===== config.mk =====
export PLATFORM = sky130hd
export DESIGN_NAME = ccm_matrix
export DESIGN_NICKNAME = d
export VERILOG_FILES = /design/src/rtl/ccm_matrix_pkg.sv /design/src/rtl/ccm_matrix_row.sv /design/src/rtl/ccm_matrix.sv
export SDC_FILE = /design/constraint.sdc
export NUM_CORES = 2
export LEC_CHECK = 0
export CORE_MARGIN = 3
export CORE_UTILIZATION = 45
export DETAILED_ROUTE_END_ITERATION = 16
export PLACE_DENSITY = 0.7
export SLEW_MARGIN = 10
export SYNTH_ARGS = -nofsm -noshare
export SYNTH_HDL_FRONTEND = slang
export SYNTH_HIERARCHICAL = 1
export SYNTH_SLANG_ARGS = --single-unit

===== constraint.sdc =====
create_clock -name clk -period 6.43 [get_ports clk]
set_input_delay 1.286 -clock clk [delete_from_list [all_inputs] [get_ports clk]]
set_output_delay 1.286 -clock clk [all_outputs]
set_load 0.03 [all_outputs]

===== src/rtl/ccm_matrix_pkg.sv =====
// Shared register map and reset defaults for the colour-correction matrix.
// Coefficients occupy 0..8, offsets 9..11, and the control word sits at 12.
package ccm_matrix_pkg;

   localparam int COEF_BASE = 0;
   localparam int OFFS_BASE = 9;
   localparam int CTRL_ADDR = 12;
   localparam int NUM_CM    = 12;

   // Identity matrix: unity on the diagonal (c0, c4, c8), zero elsewhere.
   function automatic int ident_value(input int idx, input int frac);
      if (idx == COEF_BASE + 0 || idx == COEF_BASE + 4 || idx == COEF_BASE + 8)
         return 1 << frac;
      return 0;
   endfunction

endpackage


===== src/rtl/ccm_matrix_row.sv =====
// One output channel of the matrix: three products, then offset and rounding,
// then shift and clamp. The bypass pixel follows the same three registers.
module ccm_row
   import ccm_matrix_pkg::*;
#(
   parameter int DW   = 8,
   parameter int CW   = 12,
   parameter int FRAC = 8
) (
   input  logic                 clk,
   input  logic                 reset,
   input  logic [DW-1:0]        r_i,
   input  logic [DW-1:0]        g_i,
   input  logic [DW-1:0]        b_i,
   input  logic signed [CW-1:0] k0_i,
   input  logic signed [CW-1:0] k1_i,
   input  logic signed [CW-1:0] k2_i,
   input  logic signed [CW-1:0] off_i,
   input  logic                 bypass_i,
   input  logic [DW-1:0]        self_i,
   output logic [DW-1:0]        pix_o
);

   localparam int PW = DW + CW + 1;
   localparam int IW = DW + CW + 3;
   localparam logic signed [IW-1:0] RND  = IW'(1) <<< (FRAC - 1);
   localparam logic signed [IW-1:0] MAXV = {{(IW-DW){1'b0}}, {DW{1'b1}}};

   function automatic logic signed [PW-1:0] mul(input logic [DW-1:0] pix,
                                                input logic signed [CW-1:0] coef);
      logic signed [PW-1:0] a;
      logic signed [PW-1:0] b;
      a = PW'($signed({1'b0, pix}));
      b = PW'(coef);
      return a * b;
   endfunction

   function automatic logic [DW-1:0] shift_clamp(input logic signed [IW-1:0] s);
      logic signed [IW-1:0] t;
      t = s >>> FRAC;
      if (t < 0)
         return '0;
      if (t > MAXV)
         return {DW{1'b1}};
      return t[DW-1:0];
   endfunction

   logic signed [PW-1:0] prod0_p1_q, prod1_p1_q, prod2_p1_q;
   logic signed [CW-1:0] off_p1_q;
   logic                 byp_p1_q, byp_p2_q;
   logic [DW-1:0]        self_p1_q, self_p2_q;
   logic signed [IW-1:0] sum_p2_q;
   logic [DW-1:0]        pix_p3_q;

   always_ff @(posedge clk) begin
      if (reset) begin
         prod0_p1_q <= '0;
         prod1_p1_q <= '0;
         prod2_p1_q <= '0;
         off_p1_q   <= '0;
         byp_p1_q   <= 1'b0;
         self_p1_q  <= '0;
         sum_p2_q   <= '0;
         byp_p2_q   <= 1'b0;
         self_p2_q  <= '0;
         pix_p3_q   <= '0;
      end else begin
         // p1: products
         prod0_p1_q <= mul(r_i, k0_i);
         prod1_p1_q <= mul(g_i, k1_i);
         prod2_p1_q <= mul(b_i, k2_i);
         off_p1_q   <= off_i;
         byp_p1_q   <= bypass_i;
         self_p1_q  <= self_i;
         // p2: sum, offset in output LSB units, rounding constant
         sum_p2_q   <= IW'(prod0_p1_q) + IW'(prod1_p1_q) + IW'(prod2_p1_q)
                     + (IW'(off_p1_q) <<< FRAC) + RND;
         byp_p2_q   <= byp_p1_q;
         self_p2_q  <= self_p1_q;
         // p3: shift, clamp, output register
         pix_p3_q   <= byp_p2_q ? self_p2_q : shift_clamp(sum_p2_q);
      end
   end

   assign pix_o = pix_p3_q;

endmodule


===== src/rtl/ccm_matrix.sv =====
// Colour-correction matrix with double-buffered configuration that commits
// on the vsync rising edge, plus a 4-clock pixel and timing pipeline.
module ccm_matrix
   import ccm_matrix_pkg::*;
#(
   parameter int DW   = 8,
   parameter int CW   = 12,
   parameter int FRAC = 8
) (
   input  logic          clk,
   input  logic          reset,
   input  logic          in_vsync,
   input  logic          in_hsync,
   input  logic          in_den,
   input  logic [DW-1:0] in_data_R,
   input  logic [DW-1:0] in_data_G,
   input  logic [DW-1:0] in_data_B,
   input  logic          cfg_we,
   input  logic [3:0]    cfg_addr,
   input  logic [CW-1:0] cfg_wdata,
   output logic          cfg_pending,
   output logic          out_vsync,
   output logic          out_hsync,
   output logic          out_den,
   output logic [DW-1:0] out_data_R,
   output logic [DW-1:0] out_data_G,
   output logic [DW-1:0] out_data_B
);

   logic [CW-1:0] stg_q [NUM_CM];
   logic [CW-1:0] act_q [NUM_CM];
   logic          stg_byp_q, act_byp_q;
   logic          pend_q, pend_d;
   logic          we_cm, we_ctrl, commit;

   logic [2:0]    tim_p0_q, tim_p1_q, tim_p2_q, tim_p3_q;
   logic          vs_prev_q;
   logic [DW-1:0] r_p0_q, g_p0_q, b_p0_q;

   assign we_cm   = cfg_we && (cfg_addr < 4'(CTRL_ADDR));
   assign we_ctrl = cfg_we && (cfg_addr == 4'(CTRL_ADDR));
   assign commit  = tim_p0_q[2] && !vs_prev_q;

   // A write coinciding with a commit stays staged, so pending remains set.
   always_comb begin
      pend_d = pend_q;
      if (we_cm || we_ctrl)
         pend_d = 1'b1;
      else if (commit)
         pend_d = 1'b0;
   end

   always_ff @(posedge clk) begin
      if (reset) begin
         for (int i = 0; i < NUM_CM; i++) begin
            stg_q[i] <= CW'(ident_value(i, FRAC));
            act_q[i] <= CW'(ident_value(i, FRAC));
         end
         stg_byp_q <= 1'b0;
         act_byp_q <= 1'b0;
         pend_q    <= 1'b0;
      end else begin
         if (commit) begin
            act_q     <= stg_q;
            act_byp_q <= stg_byp_q;
         end
         if (we_cm)
            stg_q[cfg_addr] <= cfg_wdata;
         if (we_ctrl)
            stg_byp_q <= cfg_wdata[0];
         pend_q <= pend_d;
      end
   end

   always_ff @(posedge clk) begin
      if (reset) begin
         tim_p0_q  <= '0;
         tim_p1_q  <= '0;
         tim_p2_q  <= '0;
         tim_p3_q  <= '0;
         vs_prev_q <= 1'b0;
         r_p0_q    <= '0;
         g_p0_q    <= '0;
         b_p0_q    <= '0;
      end else begin
         // p0: input register
         tim_p0_q  <= {in_vsync, in_hsync, in_den};
         vs_prev_q <= tim_p0_q[2];
         r_p0_q    <= in_data_R;
         g_p0_q    <= in_data_G;
         b_p0_q    <= in_data_B;
         // p1..p3: timing follows the datapath inside the rows
         tim_p1_q  <= tim_p0_q;
         tim_p2_q  <= tim_p1_q;
         tim_p3_q  <= tim_p2_q;
      end
   end

   ccm_row #(.DW(DW), .CW(CW), .FRAC(FRAC)) u_row_r (
      .clk(clk), .reset(reset),
      .r_i(r_p0_q), .g_i(g_p0_q), .b_i(b_p0_q),
      .k0_i(act_q[COEF_BASE+0]), .k1_i(act_q[COEF_BASE+1]), .k2_i(act_q[COEF_BASE+2]),
      .off_i(act_q[OFFS_BASE+0]), .bypass_i(act_byp_q), .self_i(r_p0_q),
      .pix_o(out_data_R)
   );

   ccm_row #(.DW(DW), .CW(CW), .FRAC(FRAC)) u_row_g (
      .clk(clk), .reset(reset),
      .r_i(r_p0_q), .g_i(g_p0_q), .b_i(b_p0_q),
      .k0_i(act_q[COEF_BASE+3]), .k1_i(act_q[COEF_BASE+4]), .k2_i(act_q[COEF_BASE+5]),
      .off_i(act_q[OFFS_BASE+1]), .bypass_i(act_byp_q), .self_i(g_p0_q),
      .pix_o(out_data_G)
   );

   ccm_row #(.DW(DW), .CW(CW), .FRAC(FRAC)) u_row_b (
      .clk(clk), .reset(reset),
      .r_i(r_p0_q), .g_i(g_p0_q), .b_i(b_p0_q),
      .k0_i(act_q[COEF_BASE+6]), .k1_i(act_q[COEF_BASE+7]), .k2_i(act_q[COEF_BASE+8]),
      .off_i(act_q[OFFS_BASE+2]), .bypass_i(act_byp_q), .self_i(b_p0_q),
      .pix_o(out_data_B)
   );

   assign cfg_pending = pend_q;
   assign out_vsync   = tim_p3_q[2];
   assign out_hsync   = tim_p3_q[1];
   assign out_den     = tim_p3_q[0];

endmodule


==> impl_metrics.prom <==
# TYPE chip_impl_metric gauge
chip_impl_metric{name="synthesis.nets",unit=""} 7386
chip_impl_metric{name="power_leakage",unit="uW"} 0.0314
chip_impl_info{name="crit_path_start_kind",value="register"} 1
chip_impl_metric{name="cts-buffers-inserted",unit=""} 75
chip_impl_metric{name="port_buffers",unit=""} 73
chip_impl_metric{name="flops_latches_synth",unit=""} 675
chip_impl_metric{name="setup.reg_to_reg.worst_slack",unit="ns"} 0.68
chip_impl_metric{name="layout.nets",unit=""} 7372
chip_impl_metric{name="numClockSinks",unit=""} 675
chip_impl_metric{name="grt_start_max_net_pins",unit=""} 152
chip_impl_info{name="dominant_combinational_cell_family_by_area_after_synthesis",value="adder cells"} 1
chip_impl_metric{name="finalMaxSlewViolations",unit=""} 0
chip_impl_metric{name="setup_tns",unit="ns"} 0
chip_impl_metric{name="vias_per_cell",unit=""} 5.17
chip_impl_metric{name="final.hold.worst_slack",unit="ns"} 0.438
chip_impl_metric{name="synth_warnings",unit=""} 6
chip_impl_metric{name="drt_pass_1_iters",unit=""} 5
chip_impl_metric{name="cts-htree-levels",unit=""} 3
chip_impl_info{name="critical_path_class",value="reg2reg"} 1
chip_impl_metric{name="die_area",unit="sq um"} 133000
chip_impl_metric{name="die_width",unit="microns"} 365
chip_impl_info{name="clock-root-buffer",value="clkbuf_16"} 1
chip_impl_metric{name="cts_setup_buffers",unit=""} 0
chip_impl_metric{name="drc_violation_count_after_routing",unit=""} 0
chip_impl_metric{name="number_of_global_route_vias_before_repair",unit=""} 42200
chip_impl_metric{name="gr-total-overflow",unit=""} 0
chip_impl_metric{name="cts_buffer_depth",unit=""} 3
chip_impl_metric{name="max_clock_freq",unit="MHz"} 174
chip_impl_metric{name="post_synth_fa_ha_maj_area_fraction",unit="%"} 37.6
chip_impl_metric{name="die_y",unit="microns"} 365
chip_impl_metric{name="finalSetupViolCount",unit=""} 0
chip_impl_info{name="outcome",value="finished clean"} 1
chip_impl_metric{name="critical-path-max-stage-delay",unit="ns"} 1.07
chip_impl_info{name="min_from",value="u_row_g/self_p1_q[6]$_SDFF_PP0_"} 1
chip_impl_metric{name="dpl_worst_slack",unit="ns"} 0.729
chip_impl_metric{name="timing.max_slew.rel_slack",unit="%"} 20.1
chip_impl_metric{name="timing.critical_path.fanout_max",unit=""} 26
chip_impl_info{name="tritoncts_clock_tree",value="done"} 1
chip_impl_metric{name="detailedRoute.firstIterationViolations",unit=""} 3016
chip_impl_metric{name="gp_congestion",unit=""} 0.898
chip_impl_info{name="commonest_cells_after_routing_fill_and_taps_aside",value="inv_1, fa_1, dfxtp_1, nand2_1, and2_1"} 1
chip_impl_metric{name="first_pass_grt_wire_length",unit="microns"} 226000
chip_impl_metric{name="timing.final.crit_share",unit="%"} 89.5
chip_impl_metric{name="vdd_ir_drop_max",unit="mV"} 0.180
chip_impl_metric{name="worst_case_reg_to_reg_path_depth",unit=""} 14
chip_impl_metric{name="std_cell_rows",unit=""} 131
chip_impl_metric{name="grtUsageTotal",unit="%"} 21.4
chip_impl_metric{name="crit_required",unit="ns"} 6.98
chip_impl_info{name="setup_repair_after_global_routing_missed_its_margin",value="false"} 1
chip_impl_metric{name="data_arrival_time_of_the_critical_path",unit="ns"} 6.30
chip_impl_info{name="hold_class",value="reg2reg"} 1
chip_impl_metric{name="detail-route-antenna-nets",unit=""} 0
chip_impl_metric{name="worst_slew_pin_slew",unit="ns"} 1.19
chip_impl_metric{name="initial_core_util",unit="%"} 45.4
chip_impl_metric{name="synth_compound_gate_area_share",unit="%"} 7.69
chip_impl_metric{name="worst_skew_pair.late_latency",unit="ns"} 0.67
chip_impl_info{name="critical_path.reg2reg.startpoint",value="b_p0_q[1]$_SDFF_PP0_"} 1
chip_impl_metric{name="floorplan.core_area",unit="sq um"} 128000
chip_impl_metric{name="netlist_instances",unit=""} 6080
chip_impl_info{name="category_of_the_worst_setup_path_capture_point",value="register"} 1
chip_impl_info{name="commonest_non_fill_non_tap_cell_in_the_layout",value="inv_1"} 1
chip_impl_info{name="crit_slowest_cell",value="dfxtp_1"} 1
chip_impl_info{name="startpoint",value="b_p0_q[1]$_SDFF_PP0_"} 1
chip_impl_metric{name="synth_simple_gate_area_share",unit="%"} 16.3
chip_impl_metric{name="post_route_cells_drive_above_1_share",unit="%"} 4.20
chip_impl_metric{name="post-route-worst-setup-slack",unit="ns"} 0.676
chip_impl_metric{name="synth_xor_xnor_area_share",unit="%"} 2.52
chip_impl_metric{name="placed_cell_area",unit="sq um"} 60300
chip_impl_metric{name="post_synth_instance_area",unit="sq um"} 58000
chip_impl_metric{name="layout-area-overhead-vs-synth",unit="%"} 8.62
chip_impl_metric{name="post_synth_mux_area_share",unit="%"} 2.34
chip_impl_metric{name="worstPathBufferInverterCount",unit=""} 2
chip_impl_info{name="most_frequent_cell_on_the_critical_path",value="fa_1"} 1
chip_impl_metric{name="post_cts_hold_buffer_count",unit=""} 0
chip_impl_metric{name="async_reset_ff_share",unit="%"} 0
chip_impl_metric{name="max_clock_skew",unit="ns"} 0.0279
chip_impl_metric{name="post_cts_resized",unit=""} 0
chip_impl_metric{name="via_count",unit=""} 40300
chip_impl_metric{name="syn-mean-instance-area",unit="sq um"} 9.54
chip_impl_metric{name="totalWireLength",unit="microns"} 140000
chip_impl_metric{name="synth_enable_flop_cells",unit=""} 72
chip_impl_metric{name="fill_cells",unit=""} 11500
chip_impl_metric{name="drv_cap",unit=""} 0
chip_impl_info{name="crit_family",value="adder cells"} 1
chip_impl_metric{name="seq_area_frac_synth",unit="%"} 24.6
chip_impl_metric{name="synth_cell_type_count",unit=""} 93
chip_impl_info{name="timing.critical_path.cells",value="and2_1, fa_1, fa_1, inv_1, fa_1, fa_1, inv_1, ha_1, a21o_1, a21o_1, or3_1, a311oi_1, nor4_1, nor3_1"} 1
chip_impl_info{name="critical_path.reg2reg.endpoint",value="u_row_b/prod2_p1_q[20]$_SDFF_PP0_"} 1
chip_impl_metric{name="dpl.hpwl",unit="microns"} 106000
chip_impl_metric{name="boundaryPins",unit=""} 74
chip_impl_metric{name="drt-wirelength-per-cell",unit="microns"} 17.9
chip_impl_metric{name="finalInstanceArea",unit="sq um"} 63000
chip_impl_metric{name="depth_of_the_worst_hold_timing_path",unit=""} 1
chip_impl_info{name="dominantRegCellSynth",value="dfxtp_1"} 1
chip_impl_metric{name="clock_pin_slew_on_the_worst_setup_and_hold_paths",unit="ns"} 0.07
chip_impl_metric{name="power_density",unit="nW/um^2"} 188
chip_impl_info{name="hold_end",value="u_row_g/self_p2_q[6]$_SDFF_PP0_"} 1
chip_impl_metric{name="count_of_endpoints_failing_hold_in_the_final_timing_report",unit=""} 0
chip_impl_metric{name="timing.final.crit_period",unit="ns"} 5.75
chip_impl_metric{name="grt_antenna_before_repair",unit=""} 16
-- power by group --
part	internal (uW)	leakage [uW]	switching, uW
sequential	4530	0.00567	249
clock	2700	0.00127	1870
combinational	980	0.0245	1520
-- metrics by stage --
step           total power [uW]  util [%]  std cells
2_1_floorplan              6510         -       6080
3_3_place_gp               7280      47.2       7651
3_5_place_dp               7320      47.2       7651
4_1_cts                   11900      49.3       7787
5_1_grt                   12400      49.3       7787
6_report                  11800      49.3       7796
-- layer usage --
layer | vias to the layer above | GRT usage, % | routed length [microns]
met5 | - | 0 | 81
met4 | 14 | 7.52 | 4620
met3 | 243 | 3.39 | 8550
met2 | 1087 | 34.9 | 64500
met1 | 20200 | 29.0 | 61700
li1 | 18800 | - | -
-- cell usage after synthesis (4+ instances only) --
library cell     n  share of area (%)
buf_6           10               0.19
inv_1         1137                7.4
fa_1           804                 28
o31a_1           6              0.091
nand2b_1       137                1.5
edfxtp_1        72                3.7
a311oi_1         6              0.091
o21a_1          16               0.21
o21ai_0         84               0.73
nand4_1         10               0.11
o211ai_1         6              0.078
or3_1           12               0.13
a211oi_1        25               0.32
a21oi_2         18               0.27
a21oi_1        189                1.6
o31ai_1          6              0.078
o41ai_1          4              0.060
a21o_1          70               0.91
o21bai_1        29               0.38
nor2_1         296                1.9
nor2b_1        203                2.2
nor4b_1          8               0.12
a31oi_1         12               0.13
or2_2            6              0.065
and3_1          18               0.19
clkbuf_1       170                1.1
nand3_1         21               0.18
dfxtp_1        603                 21
xor2_1          59               0.89
ha_1           456                9.8
nor3_1          68               0.59
a22o_1         109                1.6
nor3b_1         14               0.18
buf_4            8               0.10
nand2_1        569                3.7
a2111oi_0        4              0.060
buf_1            5              0.032
mux2i_1        112                1.9
mux2_2          17               0.33
buf_2           23               0.20
and2_1         460                5.0
or4_1            4              0.052
or3b_2           4              0.060
nor4_1           9              0.097
xnor2_1        108                1.6
-- logic make-up (layout without fill, tap and decap cells) --
logic type      after synthesis  after routing
xor+xnor                    167            167
other cells                   0              9
compound gates              637            637
simple gates               1856           1856
mux                         132            132
flops                       675            675
buf+inv                    1353           1398
fa+ha+maj                  1260           1260
-- area by class of cell --
type	instances	area [sq um]	share of cell area, %
Timing Repair Buffer	125	1190	1.89
Antenna cell	9	22.5	0.0358
Multi-Input combinational cell	4052	38600	61.2
Tap cell	1662	2080	3.30
Clock inverter	34	517	0.821
Clock buffer	102	2110	3.35
Sequential cell	675	14200	22.6
Inverter	1137	4270	6.78
-- worst max-delay path by stage --
| stage | end | slack (ns) | cells past startpoint |
|---|---|---|---|
| floorplan | u_row_b/prod0_p1_q[20]$_SDFF_PP0_ | 1.59 | 16 |
| global placement | u_row_b/prod2_p1_q[20]$_SDFF_PP0_ | 0.91 | 14 |
| detailed placement | u_row_b/prod2_p1_q[20]$_SDFF_PP0_ | 0.73 | 14 |
| CTS | u_row_b/prod2_p1_q[20]$_SDFF_PP0_ | 0.73 | 14 |
| global route | u_row_b/prod2_p1_q[20]$_SDFF_PP0_ | 0.46 | 14 |
| finish | u_row_b/prod2_p1_q[20]$_SDFF_PP0_ | 0.68 | 14 |
Power figures use the tool's default switching activity.
